<file path="config.mk">
export PLATFORM = sky130hd
export DESIGN_NAME = alu_secuenciador
export DESIGN_NICKNAME = d
export VERILOG_FILES = /design/src/rtl/alu_secuenciador.sv
export SDC_FILE = /design/constraint.sdc
export NUM_CORES = 1
export LEC_CHECK = 0
export CORE_MARGIN = 5
export CORE_UTILIZATION = 46
export DETAILED_ROUTE_END_ITERATION = 12
export PLACE_DENSITY = 0.83
export SYNTH_ARGS = -nofsm -noshare
export SYNTH_HDL_FRONTEND = slang
export SYNTH_SLANG_ARGS = --single-unit
</file>
<file path="constraint.sdc">
create_clock -name clk -period 2.9 [get_ports clk]
set_clock_uncertainty 0.15 [all_clocks]
set_input_delay 0.29 -clock clk [delete_from_list [all_inputs] [get_ports clk]]
set_output_delay 0.29 -clock clk [all_outputs]
set_load 0.02 [all_outputs]
</file>
<file path="src/rtl/alu_secuenciador.sv">
// Upstream sequencer for the 4-bit ALU: latches one host instruction, drives init/rd around done,
// and returns the captured result. Define ALU_SEQ_TIMEOUT_EN to enable the WAIT_DONE timeout/error.
module alu_secuenciador #(
  parameter int unsigned EXEC_CYCLES = 2
`ifdef ALU_SEQ_TIMEOUT_EN
  ,
  parameter int unsigned TIMEOUT = 15
`endif
) (
  input  logic       clk,
  input  logic       rst,
  input  logic       start,
  input  logic [7:0] instr_in,
  input  logic [3:0] A_in,
  input  logic [3:0] B_in,
  output logic       busy,
  output logic [3:0] result,
  output logic       result_valid,
  output logic       error,
  output logic [7:0] instr,
  output logic [3:0] A,
  output logic [3:0] B,
  output logic       init,
  output logic       rd,
  input  logic       done,
  input  logic [3:0] dato_mux
);

`ifdef ALU_SEQ_TIMEOUT_EN
  localparam int unsigned CntMax = (EXEC_CYCLES > TIMEOUT) ? EXEC_CYCLES : TIMEOUT;
`else
  localparam int unsigned CntMax = EXEC_CYCLES;
`endif
  localparam int unsigned CntW = (CntMax < 2) ? 1 : $clog2(CntMax + 1);
  // The ALU has no readback path for this opcode; the result is operand A.
  localparam logic [2:0] OpNoRead = 3'h7;

  typedef enum logic [2:0] {
    StIdle,
    StExec,
    StWaitDone,
    StRead,
    StSettle
  } state_e;

  state_e          state_q, state_d;
  logic [CntW-1:0] cnt_q, cnt_d;
  logic            busy_q, busy_d;
  logic            init_q, init_d;
  logic            rd_q, rd_d;
  logic            rv_q, rv_d;
  logic [3:0]      result_q, result_d;
  logic [7:0]      instr_q, instr_d;
  logic [3:0]      a_q, a_d;
  logic [3:0]      b_q, b_d;
`ifdef ALU_SEQ_TIMEOUT_EN
  logic            error_q, error_d;
`endif

  always_comb begin
    state_d  = state_q;
    cnt_d    = cnt_q;
    busy_d   = busy_q;
    init_d   = 1'b0;
    rd_d     = 1'b0;
    rv_d     = 1'b0;
    result_d = result_q;
    instr_d  = instr_q;
    a_d      = a_q;
    b_d      = b_q;
`ifdef ALU_SEQ_TIMEOUT_EN
    error_d  = error_q;
`endif
    case (state_q)
      StIdle: begin
        if (start) begin
          instr_d = instr_in;
          a_d     = A_in;
          b_d     = B_in;
          busy_d  = 1'b1;
          init_d  = 1'b1;
          cnt_d   = '0;
`ifdef ALU_SEQ_TIMEOUT_EN
          error_d = 1'b0;
`endif
          state_d = StExec;
        end
      end
      StExec: begin
        if (cnt_q == CntW'(EXEC_CYCLES - 1)) begin
          cnt_d   = '0;
          state_d = StWaitDone;
        end else begin
          cnt_d  = cnt_q + 1'b1;
          init_d = 1'b1;
        end
      end
      StWaitDone: begin
        if (done) begin
          if (instr_q[7:5] == OpNoRead) begin
            result_d = a_q;
            rv_d     = 1'b1;
            busy_d   = 1'b0;
            state_d  = StIdle;
          end else begin
            rd_d    = 1'b1;
            state_d = StRead;
          end
`ifdef ALU_SEQ_TIMEOUT_EN
        end else if (cnt_q == CntW'(TIMEOUT - 1)) begin
          error_d = 1'b1;
          busy_d  = 1'b0;
          state_d = StIdle;
        end else begin
          cnt_d = cnt_q + 1'b1;
`endif
        end
      end
      StRead: begin
        state_d = StSettle;
      end
      StSettle: begin
        // dato_mux was loaded by the ALU on the rd edge and is stable now.
        result_d = dato_mux;
        rv_d     = 1'b1;
        busy_d   = 1'b0;
        state_d  = StIdle;
      end
      default: begin
        busy_d  = 1'b0;
        state_d = StIdle;
      end
    endcase
  end

  always_ff @(posedge clk or posedge rst) begin
    if (rst) begin
      state_q  <= StIdle;
      cnt_q    <= '0;
      busy_q   <= 1'b0;
      init_q   <= 1'b0;
      rd_q     <= 1'b0;
      rv_q     <= 1'b0;
      result_q <= 4'h0;
      instr_q  <= 8'h00;
      a_q      <= 4'h0;
      b_q      <= 4'h0;
`ifdef ALU_SEQ_TIMEOUT_EN
      error_q  <= 1'b0;
`endif
    end else begin
      state_q  <= state_d;
      cnt_q    <= cnt_d;
      busy_q   <= busy_d;
      init_q   <= init_d;
      rd_q     <= rd_d;
      rv_q     <= rv_d;
      result_q <= result_d;
      instr_q  <= instr_d;
      a_q      <= a_d;
      b_q      <= b_d;
`ifdef ALU_SEQ_TIMEOUT_EN
      error_q  <= error_d;
`endif
    end
  end

  assign busy         = busy_q;
  assign init         = init_q;
  assign rd           = rd_q;
  assign result_valid = rv_q;
  assign result       = result_q;
  assign instr        = instr_q;
  assign A            = a_q;
  assign B            = b_q;
`ifdef ALU_SEQ_TIMEOUT_EN
  assign error        = error_q;
`else
  assign error        = 1'b0;
`endif

endmodule
</file>
-- Word-level counts from Yosys, hierarchy flattened
Cells that the tools add are included.
- register bits after elaboration: 29
- output and inout bits: 25
- add/subtract/negate cells: 1
- equality and inequality tests: 10
- multiplexer cells: 24
- bitwise gates (word level): 1
- reduce and logical (&&, ||, !) cells: 9
- operators with widths (operator ; count):
    one-hot mux 3 bit (4 select lines) ; 1
    2-to-1 mux 1 bit ; 10
    2-to-1 mux 3 bit ; 3
    2-to-1 mux 4 bit ; 2
    inequality test 2 bit, second input constant ; 4
    one-hot mux 4 bit (2 select lines) ; 1
    equality test 3 x 2 -> 1 bit, second input constant ; 2
    equality test 3 bit, second input constant ; 2
    2-to-1 mux 2 bit ; 3
    AND reduction 3 bit ; 2
    one-hot mux 1 bit (2 select lines) ; 2
    one-hot mux 2 bit (2 select lines) ; 1
    AND reduction 2 bit ; 2
    AND reduction 4 bit ; 1
    nonzero test 2 bit ; 2
    equality test 3 x 1 -> 1 bit, second input constant ; 1
    logical NOT 3 bit ; 1
    one-hot mux 1 bit (3 select lines) ; 1
    adder 2 x 1 -> 2 bit, second input constant ; 1
    equality test 2 x 1 -> 1 bit, second input constant ; 1
    OR reduction 2 bit ; 1
    inverter 1 bit ; 1

-- Depth between registers and ports, before layout
- depth after elaboration: 4
- depth in mapped cells: 5
- mapped depth without buffers: 3

-- Worst setup path before layout
OpenSTA, ideal clock, no wires.
- kind: flip-flop to flip-flop
- from: reg state_q[2]
- to: reg a_q[0], in the netlist A[0]
- library setup time: 0.125 ns
- arrival: 1.423 ns
- required time: 2.625 ns
- slack: 1.202 ns
- cell stages (with the launch flop): 5
- buffers on the path: 2
- cell sequence: dfrtp_1 buf_6 nor4b_4 buf_6 mux2_4
- longest elaborated chain between the ends: 2
- RTL lines (element ; RTL line ; RTL):
    start, declared ; 46 ; state_e state_q, state_d;
    start signal, assigned ; 138 ; state_q <= StIdle;
    start signal, assigned ; 152 ; state_q <= state_d;
    logical NOT 3 bit ; 74 ; case (state_q)
    AND reduction 2 bit (no source line) ; n/a ;
    end signal, assigned ; 146 ; a_q <= 4'h0;
    end signal, assigned ; 160 ; a_q <= a_d;
    end, declared ; 54 ; logic [3:0] a_q, a_d;
No other way between the ends.
A chain may end at the register's enable or synchronous reset.

-- Worst setup path after layout
- from: reg instr_q[6], in the netlist instr[6]
- to: out instr[6]
- RTL lines (element ; RTL line ; RTL):
    start, declared ; 53 ; logic [7:0] instr_q, instr_d;
    start signal, assigned ; 159 ; instr_q <= instr_d;
    end, declared ; 20 ; output logic [7:0] instr,
No word-level cell between the ends.

==> results.txt <==
The logs give 0.5387 GHz for the highest attainable clock frequency and 25 for the number of design-rule violations left by the first detailed-router iteration. The share of layout cells above drive strength 1 was 0.1812; the overall routed net length was 2.830 mm. Setup repair after global routing left no endpoint under its margin. The multi-input gate area in the final layout was 516.7 um^2. For the final routed database, the setup TNS stands at 0 ns. Once the clock tree was built, the resizer swapped 0 gates to a different size. The class of the most critical hold timing path is in -> async. Final worst-path cycle share: 0.6401. Stage delay of the slowest cell on the critical path: 0.65 ns.

The tools report the clock latency on the worst-skew pair as 0.33 ns. The highest-delay cell along the critical path is clkdlybuf4s50_1. The run gives 0.4737 as the starting density of the core. The number of clock sinks is 29. 0 antenna diodes ended up in the layout. The finished cells cover 1829 um^2. The tools report the global-route met3 utilization as 0.07993. The tools report the number of distinct library cell variants in the gate-level netlist after synthesis as 31.

The power density over cell area was 1117 nW/um^2. Entering global routing, the biggest net connects 30 pins. The tools report the sequential standard cell area as 725.7 um^2.

The run gives 0.1548 as the total routing resource utilization after global routing. The most critical setup path has its startpoint at instr[6]$_DFFE_PP0P_. For the final weighted congestion in routability-driven placement, the log shows 0.8484. The tools report the maximum ir drop on the vdd rail as 0.8275 mV.

The first TritonRoute pass finished after 4 iterations. 49 I/O pins were placed. The worst-margin pin slew is 0.5416 ns. The die covers 3977 um^2.

Summed over all layers, the global routing overflow is 0. The number of buffers and inverters on the critical path was 1. By area the synthesized netlist is led by dfrtp_1, mux2_4, mux2_2. In the final design database the tool counted 173 nets.

Post-CTS timing repair inserted 0 buffers for setup. STA puts the critical path data arrival time at 1.42 ns. The synthesized design contains 0 enable-type register cells.

The commonest cells after synthesis are dfrtp_1, mux2_4, mux2_2. Dividing the detail-routed via count by the number of cells gives 5.567. At the worst endpoint, the required time is 2.46 ns. The tools report the number of antenna violations at the first check in global routing as 0. The first global-routing pass estimated 4.816 mm of wire. The logs give 0.7703 nW for the static power due to leakage and 2734 um^2 for the total core area.

The design draws 2.043 mW. The number of cells on the critical path works out to 1. STA classifies the critical path startpoint as a flop. The number of clock buffers added by TritonCTS is 5.

The run gives 0.1657 ns as the final hold slack. Port buffering added 47 buffers. The number of max-slew violations in the final report came out at 0.

The most instantiated library cell after synthesis was dfrtp_1. The run gives 0.1519 as the met1 layer usage reported by global route. Of all nets on the critical path, the largest fanout is 6. The register area share after synthesis came out at 0.5604. The run finished with clean final reports. The estimated wirelength of the detail-placed design came out at 2.065 mm. Traced cell by cell, the critical path runs through clkdlybuf4s50_1. After floorplanning, the core was divided into 19 placement rows. The tools report the root buffer cell as clkbuf_4. STA classifies the critical path endpoint as an output port. The run gives 0 as the final hold violation count.

The layer with the highest usage was met2. The path depth of the worst reg2reg path came out at 3. The flip-flop cell with the highest count after synthesis is dfrtp_1. For this design, the CTS-stage hold fixing added 0 buffers. The startpoint identified for the worst register-to-register timing path is state_q[1]$_DFFE_PP0P_.

The number of failing setup endpoints in the final timing report was 0. The clock period minus final worst setup slack was 1.856 ns. Max-cap violations in this run came to 0.

The count of nets left with antenna violations once routing finished came out at 0. The post-route core utilization is 0.6691. The fraction of post-synthesis cell area in the top cell type by area works out to 0.5604. The number of global-route vias before repair was 1,070; the detail-routed net length per standard cell was 15.72 um.

The internal reg-to-reg setup slack is 1.13 ns. The mapped cell area came out at 1295 um^2. The final routed DRC violation total is 0.

The area added between synthesis and finish is 41.26%. The gate count of the mapped netlist was 99. The cell area after placement is 1774 um^2, and the number of fill cells in the layout is 209.

Following the worst setup path forward leads to its endpoint at instr[6]. The family of cells with the greatest summed delay on the critical path was buffers and inverters. The run gives 123 as the synthesized netlist net count. The worst setup path is of the reg -> out kind. Clock-pin slew was measured on the worst setup and hold paths at 0.09 ns. The die height is 63.06 um.

From left edge to right edge, the die measures 63.06 um. The clock passes through at most 2 buffers. The Yosys warning count was 0; the fraction of synthesis flops using an asynchronous set or reset pin was 1.000. After synthesis the netlist holds a flip-flop and latch count of 29.

The synthesized design spends more area on one cell type than any other, namely dfrtp_1. The routed layout has 1,002 vias. The tools report the worst flop-to-flop path endpoint as instr[2]$_DFFE_PP0P_. Each instance of the synthesized netlist takes up on average 13.08 um^2. The tools report the relative slew slack as 0.6382. TritonCTS built the clock tree.

The logs give 0.2603 for the met2 global-route usage and 2 for the number of levels the H-tree was split into.
==> metrics by stage <==
stage                     cells  worst slack, ns
final                       180            1.044
after detailed placement    173           0.9163
after global placement      173           0.9695
after global routing        180           0.9753
after floorplan              99            1.202
after CTS                   180            1.042
==> layout make-up <==
type | count | area share
tap | 31 | 0.02120
multi-input combinational | 62 | 0.2825
timing repair buffer | 49 | 0.2654
clock buffer | 7 | 0.03010
inverter | 2 | 0.004104
sequential | 29 | 0.3967
==> power breakdown <==
group / switching (mW) / leakage, nW / internal (mW)
clock network: 0.130 / 0.0314 / 0.114
logic: 0.453 / 0.390 / 0.570
registers: 0.182 / 0.349 / 0.593
==> state kept, by name, summed over array words and instances, names as in the netlist <==
register and cells:
rd 1, busy 1, cnt_q 2, A 4, state_q 3, init 1, instr 8, result_valid 1
B 4, result 4
==> placed cells by master (no fill, tap or decap), types with 2 or more instances in the layout <==
master           instances
a21oi_1                  4
a31oi_1                  4
and3_1                   2
buf_4                    2
clkbuf_4                 5
clkdlybuf4s50_1         47
dfrtp_1                 29
inv_1                    2
mux2_2                   8
mux2_4                   9
nand3_1                  3
nor2_1                   7
nor3b_1                  3
o21ai_0                  5
==> per-layer routing <==
layer  routed length, um  vias up
met2                1458       53
met4                  49        0
met3                 323        9
li1                    -      459
met1                 998      481
met5                   0        -
==> cell families after synthesis <==
group | Yosys count | synth area share
AND/OR/NAND/NOR | 25 | 0.1285
flip-flops | 29 | 0.5604
other | 1 | 0.002896
buffers and inverters | 8 | 0.04058
multiplexers | 18 | 0.1816
AO/OA/AOI/OAI | 18 | 0.08599
==> worst min path at each step <==
stage,start,to,depth (start not counted)
6_report,rst,result[0]$_DFFE_PP0P_,3
5_1_grt,rst,instr[0]$_DFFE_PP0P_,3
3_5_place_dp,instr[0]$_DFFE_PP0P_,instr[0]$_DFFE_PP0P_,1
3_3_place_gp,cnt_q[0]$_DFFE_PP0P_,cnt_q[0]$_DFFE_PP0P_,1
4_1_cts,rst,instr[1]$_DFFE_PP0P_,3
2_1_floorplan,rst,A[0]$_DFFE_PP0P_,1
No activity file was read; power rests on OpenSTA's default activity.
